===== src/rtl/legv8_multicycle_ctrl.sv =====
// LEGv8 multi-cycle control sequencer: FETCH/DECODE/EXEC/MEM/WB with ready handshakes.
// Optional CBNZ support is enabled by defining LEGV8_CBNZ_EN.
module legv8_multicycle_ctrl (
    input  logic        clk,
    input  logic        reset,
    input  logic [10:0] opcode,
    input  logic        zero,
    input  logic        imem_ready,
    input  logic        dmem_ready,
    output logic        imem_req,
    output logic        ir_write,
    output logic        pc_inc,
    output logic        pc_branch,
    output logic        reg2loc,
    output logic        alu_src,
    output logic [1:0]  alu_op,
    output logic        mem_read,
    output logic        mem_write,
    output logic        mem_to_reg,
    output logic        reg_write,
    output logic        illegal,
    output logic        instr_done,
    output logic [2:0]  state
);

    typedef enum logic [2:0] {
        S_FETCH  = 3'd0,
        S_DECODE = 3'd1,
        S_EXEC   = 3'd2,
        S_MEM    = 3'd3,
        S_WB     = 3'd4
    } state_t;

    typedef enum logic [2:0] {
        C_RTYPE,
        C_LOAD,
        C_STORE,
        C_CBZ,
`ifdef LEGV8_CBNZ_EN
        C_CBNZ,
`endif
        C_B,
        C_ILL
    } cls_t;

    state_t cur, nxt;
    cls_t   cls, dec;

    always_comb begin
        casez (opcode)
            11'b10001011000,
            11'b11001011000,
            11'b10001010000,
            11'b10101010000: dec = C_RTYPE;
            11'b11111000010: dec = C_LOAD;
            11'b11111000000: dec = C_STORE;
            11'b10110100???: dec = C_CBZ;
`ifdef LEGV8_CBNZ_EN
            11'b10110101???: dec = C_CBNZ;
`endif
            11'b000101?????: dec = C_B;
            default:         dec = C_ILL;
        endcase
    end

    always_ff @(posedge clk) begin
        if (reset) begin
            cur <= S_FETCH;
            cls <= C_RTYPE;
        end else begin
            cur <= nxt;
            if (cur == S_DECODE)
                cls <= dec;
        end
    end

    // reg2loc: 1 when Read Register 2 must be the Rt field
    function automatic logic rt_sel(input cls_t c);
        rt_sel = (c == C_STORE) || (c == C_CBZ)
`ifdef LEGV8_CBNZ_EN
              || (c == C_CBNZ)
`endif
              ;
    endfunction

    always_comb begin
        nxt        = cur;
        imem_req   = 1'b0;
        ir_write   = 1'b0;
        pc_inc     = 1'b0;
        pc_branch  = 1'b0;
        reg2loc    = 1'b0;
        alu_src    = 1'b0;
        alu_op     = 2'b00;
        mem_read   = 1'b0;
        mem_write  = 1'b0;
        mem_to_reg = 1'b0;
        reg_write  = 1'b0;
        illegal    = 1'b0;
        instr_done = 1'b0;
        case (cur)
            S_FETCH: begin
                imem_req = 1'b1;
                if (imem_ready) begin
                    ir_write = 1'b1;
                    pc_inc   = 1'b1;
                    nxt      = S_DECODE;
                end
            end
            S_DECODE: begin
                reg2loc = rt_sel(dec);
                if (dec == C_ILL) begin
                    illegal    = 1'b1;
                    instr_done = 1'b1;
                    nxt        = S_FETCH;
                end else begin
                    nxt = S_EXEC;
                end
            end
            S_EXEC: begin
                reg2loc = rt_sel(cls);
                case (cls)
                    C_RTYPE: begin
                        alu_op = 2'b10;
                        nxt    = S_WB;
                    end
                    C_LOAD, C_STORE: begin
                        alu_src = 1'b1;
                        nxt     = S_MEM;
                    end
                    C_CBZ: begin
                        alu_op     = 2'b01;
                        pc_branch  = zero;
                        instr_done = 1'b1;
                        nxt        = S_FETCH;
                    end
`ifdef LEGV8_CBNZ_EN
                    C_CBNZ: begin
                        alu_op     = 2'b01;
                        pc_branch  = !zero;
                        instr_done = 1'b1;
                        nxt        = S_FETCH;
                    end
`endif
                    C_B: begin
                        pc_branch  = 1'b1;
                        instr_done = 1'b1;
                        nxt        = S_FETCH;
                    end
                    default: nxt = S_FETCH;
                endcase
            end
            S_MEM: begin
                reg2loc = rt_sel(cls);
                alu_src = 1'b1;
                if (cls == C_LOAD) begin
                    mem_read = 1'b1;
                    if (dmem_ready)
                        nxt = S_WB;
                end else begin
                    mem_write = 1'b1;
                    if (dmem_ready) begin
                        instr_done = 1'b1;
                        nxt        = S_FETCH;
                    end
                end
            end
            S_WB: begin
                reg_write  = 1'b1;
                instr_done = 1'b1;
                nxt        = S_FETCH;
                if (cls == C_LOAD) begin
                    mem_to_reg = 1'b1;
                    alu_src    = 1'b1;
                end else begin
                    alu_op = 2'b10;
                end
            end
            default: nxt = S_FETCH;
        endcase
        // reset wins over every strobe, including a stalled write
        if (reset) begin
            imem_req   = 1'b0;
            ir_write   = 1'b0;
            pc_inc     = 1'b0;
            pc_branch  = 1'b0;
            reg2loc    = 1'b0;
            alu_src    = 1'b0;
            alu_op     = 2'b00;
            mem_read   = 1'b0;
            mem_write  = 1'b0;
            mem_to_reg = 1'b0;
            reg_write  = 1'b0;
            illegal    = 1'b0;
            instr_done = 1'b0;
        end
    end

    assign state = reset ? 3'd0 : cur;

endmodule


===== config.mk =====
export PLATFORM = sky130hd
export DESIGN_NAME = legv8_multicycle_ctrl
export DESIGN_NICKNAME = d
export VERILOG_FILES = /design/src/rtl/legv8_multicycle_ctrl.sv
export SDC_FILE = /design/constraint.sdc
export NUM_CORES = 1
export LEC_CHECK = 0
export BUFFER_PORTS_ARGS = -buffer_cell sky130_fd_sc_hd__buf_2
export CORE_MARGIN = 10
export CORE_UTILIZATION = 44
export CTS_CLUSTER_SIZE = 25
export DETAILED_ROUTE_END_ITERATION = 8
export PLACE_DENSITY = 0.76
export SYNTH_ARGS = -nofsm -noshare
export SYNTH_HDL_FRONTEND = slang
export SYNTH_SLANG_ARGS = --single-unit

===== constraint.sdc =====
create_clock -name clk -period 2.4 [get_ports clk]
set_input_delay 0.48 -clock clk [delete_from_list [all_inputs] [get_ports clk]]
set_output_delay 0.48 -clock clk [all_outputs]
set_load 0.03 [all_outputs]

# Yosys cells after proc, flatten, opt, wreduce, memory -nomap -nowiden
# Index checks and enable logic that the tools add are counted.
dict set report word_totals {
  register_bits 6
  input_bits 16
  output_inout_bits 17
  wordCells 76
}
dict set report classes {
  n_eq_ne 21
  n_mux 44
  n_reduce_logical 9
}
# op count
set ops {}
lappend ops {{$eq 11x11->1 const B} 6}
lappend ops {{$mux 1} 27}
lappend ops {{$eq 3x2->1 const B} 6}
lappend ops {{$mux 3} 5}
lappend ops {{$pmux 3 s5} 1}
lappend ops {{$pmux 3 s4} 1}
lappend ops {{$eq 3x3->1 const B} 3}
lappend ops {{$eq 8x8->1 const B} 1}
lappend ops {{$pmux 2 s2} 2}
lappend ops {{$eq 3x1->1 const B} 2}
lappend ops {{$eq 6x3->1 const B} 1}
lappend ops {{$logic_not 3->1} 2}
lappend ops {{$mux 2} 3}
lappend ops {{$pmux 3 s2} 1}
lappend ops {{$reduce_or 2->1} 3}
lappend ops {{$ne 2x2->1 const B} 2}
lappend ops {{$pmux 1 s2} 2}
lappend ops {{$pmux 1 s4} 1}
lappend ops {{$reduce_or 4->1} 1}
lappend ops {{$pmux 1 s3} 1}
lappend ops {{$logic_or 1x1->1} 2}
lappend ops {{$reduce_and 2->1} 1}

# Logic depth before layout (Yosys ltp)
dict set report logic_depth {
  depth_word 7
  ltp_mapped 7
  depth_no_buf 5
}

# Least setup slack after synthesis
# No wires, ideal clock.
dict set report synth_timing {
  kind {register to output}
  from {register cur[1]}
  to {output port pc_inc}
  t_arrival_ns 2.181
  t_required_ns 1.920
  path_slack_ns -0.261
  path_stages_with_launch 7
  n_path_buf 3
  cell_sequence {dfxtp_1 buf_2 or2_2 clkbuf_1 nor3_1 and2_1 buf_4}
}
dict set report synth_between {
  elab_chain_len 3
}
# element line_no
set synth_lines {}
lappend synth_lines {{from (decl)} 46} ;# state_t cur, nxt;
lappend synth_lines {{from (signal assigned)} 71} ;# cur <= nxt;
lappend synth_lines {{$logic_not 3->1} --}
lappend synth_lines {{$mux 1 (2 in series)} --}
lappend synth_lines {{to (decl)} 12} ;# output logic pc_inc,
# No other way between the ends.

# Worst setup path after layout
dict set report layout_timing {
  from {register cls[0]}
  to {output port alu_src}
}
dict set report layout_between {
  elab_chain_len 5
  elab_cells_between_ends 7
  cone_classes {2 x eq/ne; 4 x mux; 1 x reduce/logical}
}
# element line_no
set layout_lines {}
lappend layout_lines {{from (decl)} 47} ;# cls_t cls, dec;
lappend layout_lines {{from (signal assigned)} 69} ;# cls <= C_RTYPE;
lappend layout_lines {{from (signal assigned)} 73} ;# cls <= dec;
lappend layout_lines {{$eq 3x2->1 / $eq 3x1->1 (equally long branches)} {122, 172}}
lappend layout_lines {{$reduce_or 2->1} 122} ;# case (cls)
lappend layout_lines {{$mux 1} 122}
lappend layout_lines {{$pmux 1 s3 (*)} 101} ;# case (cur)
lappend layout_lines {{$mux 1 (*)} 182} ;# if (reset) begin
lappend layout_lines {{to (decl)} 15} ;# output logic alu_src,
# Every way passes the cells marked *; elsewhere a longest branch is shown, timed or not.

==> flow_summary_export.csv <==
group,metric,value,unit
timing,slew_headroom,70.7,%
yosys,syn_nets,111,
pwr,power_frac_comb,29.8,%
grt,first_global_vias,703,
yosys,post_synthesis_sequential_area_ratio,18.7,%
cts,clk_pin_slew,40,ps
layout,antennaDiodeCount,0,
pwr,p_per_area,344,nW/um2
timing,time_the_final_worst_path_needs_with_i_o_delays_and_setup,2340,ps
pwr,switching_share,33.1,%
yosys,post_synth_num_cell_types,37,
die,design.die.area,3390,um2
detailed_routing,route.detailed.vias_per_inst,5.74,
pwr,irDropWorstVdd,0.272,mV
worst_setup_path,critical_path_class,"reg2out",
placed_design,post-dp-hpwl,1620,um
timing,tns,0,ps
cts,clkLatencyLatePin,250,ps
detailed_routing,drt_first_pass_iters,4,
yosys,postSynthCellCount,95,
timing,setup_ws,62.8,ps
pwr,p_leak,0.404,nW
worst_setup_path,worst-path-max-fanout,6,
worst_setup_path,slowest_delay,470,ps
detailed_routing,drcViolationCount,0,
die,initial_utilization,48.2,%
worst_setup_path,cp_top_family,"simple AND/OR/NAND/NOR gates",
yosys,yosys_warnings,0,
worst_setup_path,timing.critical_path.required,1920,ps
timing,finalSetupViolCount,0,
grt,grt.overflow.total,0,
die,floorplan.io_pins,33,
layout,area_of_all_placed_cells_without_fillers,862,um2
yosys,number_of_synthesized_flops_with_an_enable_pin,0,
layout,drive_gt1_share,37.3,%
timing,endpoints_failing_hold,0,
timing,period_share,97.4,%
grt,grt_pass1_wl,3250,um
pwr,p_switching,0.0981,mW
die,die_w,58.2,um
placed_design,place_worst_setup_slack,17.4,ps
min_path,hp-class,"reg2reg",
layout,final_cell_mix,"32 x buf_2, 10 x nor2_1, 9 x nand2_1, 7 x nor3_1, 6 x nor2b_1",
cts,cts-root-to-sink-buffers,2,
pwr,power.clock.fraction,31.6,%
layout,area_growth_syn_to_layout,34.0,%
cts,clock_sinks,6,
detailed_routing,wl,2010,um
placed_design,placed_area,823,um2
timing,fmaxAchievable,428,MHz
cts,cts_setup_buffers,0,
grt,global_route_track_usage_on_met3,5.88,%
placed_design,gpl.final_weighted_congestion,0.832,
pwr,internal-power,0.198,mW
grt,busiest_layer,"met2",
layout,final_common_cell,"buf_2",
yosys,netlist_area_before_placement,643,um2
timing,worst-slew-pin-transition,440,ps
worst_setup_path,worst_ep_arrival_time,1860,ps
worst_setup_path,critPathSlowestCell,"or4b_1",
die,core_region_area,1330,um2
grt,global_route.usage.met2,19.0,%
outcome,run_status,"finished, final reports clean",
worst_setup_path,startpoint_type,"flip-flop",
flow_run,maxCapViolCount,0,
cts,cts_max_level,1,
yosys,postSynthRegisterBits,6,
worst_setup_path,timing.critical_path.buf_inv,1,
pwr,sequentialPowerShare,38.6,%
timing,fin_skew,8.57,ps
worst_setup_path,crit_path_cell_trace,"or3b_4 > or4b_1 > a21oi_1 > buf_2",
detailed_routing,routed-via-count,810,
layout,final_net_count,144,
grt,initial_antenna_violation_count,0,
die,die_height,58.2,um
grt,gr-usage-all-layers,11.5,%
worst_setup_path,worst_reg2reg_setup_slack,810,ps
detailed_routing,route.detailed.wl_per_inst,14.2,um
layout,fillerInstances,132,
cts,cts_hold_buf,0,
worst_setup_path,worst_setup_path_end_kind,"output port",
timing,drv_slew,0,
cts,number_of_cts_inserted_buffers,3,
yosys,ys_dominant_reg_cell,"dfxtp_1",
detailed_routing,post_drt_antenna_nets,0,
yosys,async_flop_share,0,%
detailed_routing,drt_iter0_markers,19,
grt,maximum_number_of_pins_on_one_net_before_global_route_repair,16,
die,floorplan.rows,13,
cts,clock-root-buffer,"clkbuf_4",
timing,hold-worst-slack,506,ps
grt,met1_usage,13.4,%
cts,tritoncts,"built",
placed_design,place.port_buffers,32,
yosys,post_synth.cell_area_avg,6.77,um2
-- cell usage after synthesis (2+ instances only) --
cell | count | area (um2)
clkbuf_1 | 4 | 15.0
nand2_1 | 9 | 33.8
or4b_1 | 2 | 20.0
a21oi_1 | 5 | 25.0
nor2b_1 | 6 | 37.5
dfxtp_1 | 6 | 120
inv_1 | 2 | 7.51
nor3_1 | 8 | 40.0
o211ai_1 | 2 | 15.0
nor3b_1 | 3 | 22.5
nand2b_1 | 2 | 12.5
nor2_1 | 10 | 37.5
buf_2 | 2 | 10.0
nand3b_1 | 4 | 30.0
o21ai_0 | 5 | 25.0
and3_1 | 4 | 25.0
-- stage by stage --
stage	power (mW)	util, %	instances
after global placement	0.200	61.7	138
after global routing	0.316	64.6	141
after floorplan	0.172	-	95
final	0.296	64.6	141
after detailed placement	0.202	61.7	138
after CTS	0.296	63.5	141
-- worst reg2reg max path, stage by stage, from the launching register on --
cell      delay, ps
dfxtp_1         440
or2_2           430
o211ai_1        220
nand2b_1        130
o31ai_1          90
a21o_1          160
-- power by group through the flow --
stage          clock network, mW  logic, mW  registers [mW]
5_1_grt                    0.103     0.0979           0.115
4_1_cts                   0.0949     0.0869           0.114
2_1_floorplan                  0     0.0613           0.111
3_5_place_dp                   0     0.0863           0.116
6_report                  0.0935     0.0883           0.114
3_3_place_gp                   0     0.0843           0.116
-- final cells by class --
cell class | count | area (um2) | share of cell area [%]
Multi-Input combinational cell | 80 | 508 | 58.9
Timing Repair Buffer | 35 | 183 | 21.2
Sequential cell | 6 | 123 | 14.2
Clock buffer | 3 | 22.5 | 2.61
Tap cell | 15 | 18.8 | 2.18
Inverter | 2 | 7.51 | 0.871
-- cells by family (layout without fill, tap and decap cells) --
| family | count (synthesis) | in the layout | share of synthesized area (%) |
|---|---|---|---|
| xor gates and xnor gates | 2 | 2 | 2.72 |
| DFF | 6 | 6 | 18.7 |
| buffers and inverters | 9 | 40 | 6.23 |
| and+or+nand+nor | 58 | 58 | 52.3 |
| AOI/OAI and AO/OA | 20 | 20 | 20.0 |
-- registers in the layout, summed over array words and instances (netlist names) --
signal and flops:
cur 3, cls 3
-- repair_timing --
item	CTS	global route
gates resized for setup	1	4
setup endpoints to repair	1	4
hold endpoints to repair	0	0
-- worst paths after layout --
kind | startpoint | endpoint | cells after the start
worst max-delay path | cls[0]$_SDFFE_PP0N_ | alu_src | 4
worst min-delay path | cls[0]$_SDFFE_PP0N_ | cls[0]$_SDFFE_PP0N_ | 2
worst max register to register | cur[0]$_SDFFE_PP0P_ | cur[1]$_SDFFE_PP0P_ | 5
worst min register to register | cls[0]$_SDFFE_PP0N_ | cls[0]$_SDFFE_PP0N_ | 2
-- layer usage --
metal | wire, um | vias up | share of wire (%)
met2 | 970 | 32 | 48
li1 | - | 411 | -
met5 | 0 | - | 0
met4 | 0 | 0 | 0
met3 | 172 | 0 | 8.6
met1 | 864 | 367 | 43
Power figures use the tool's default switching activity.
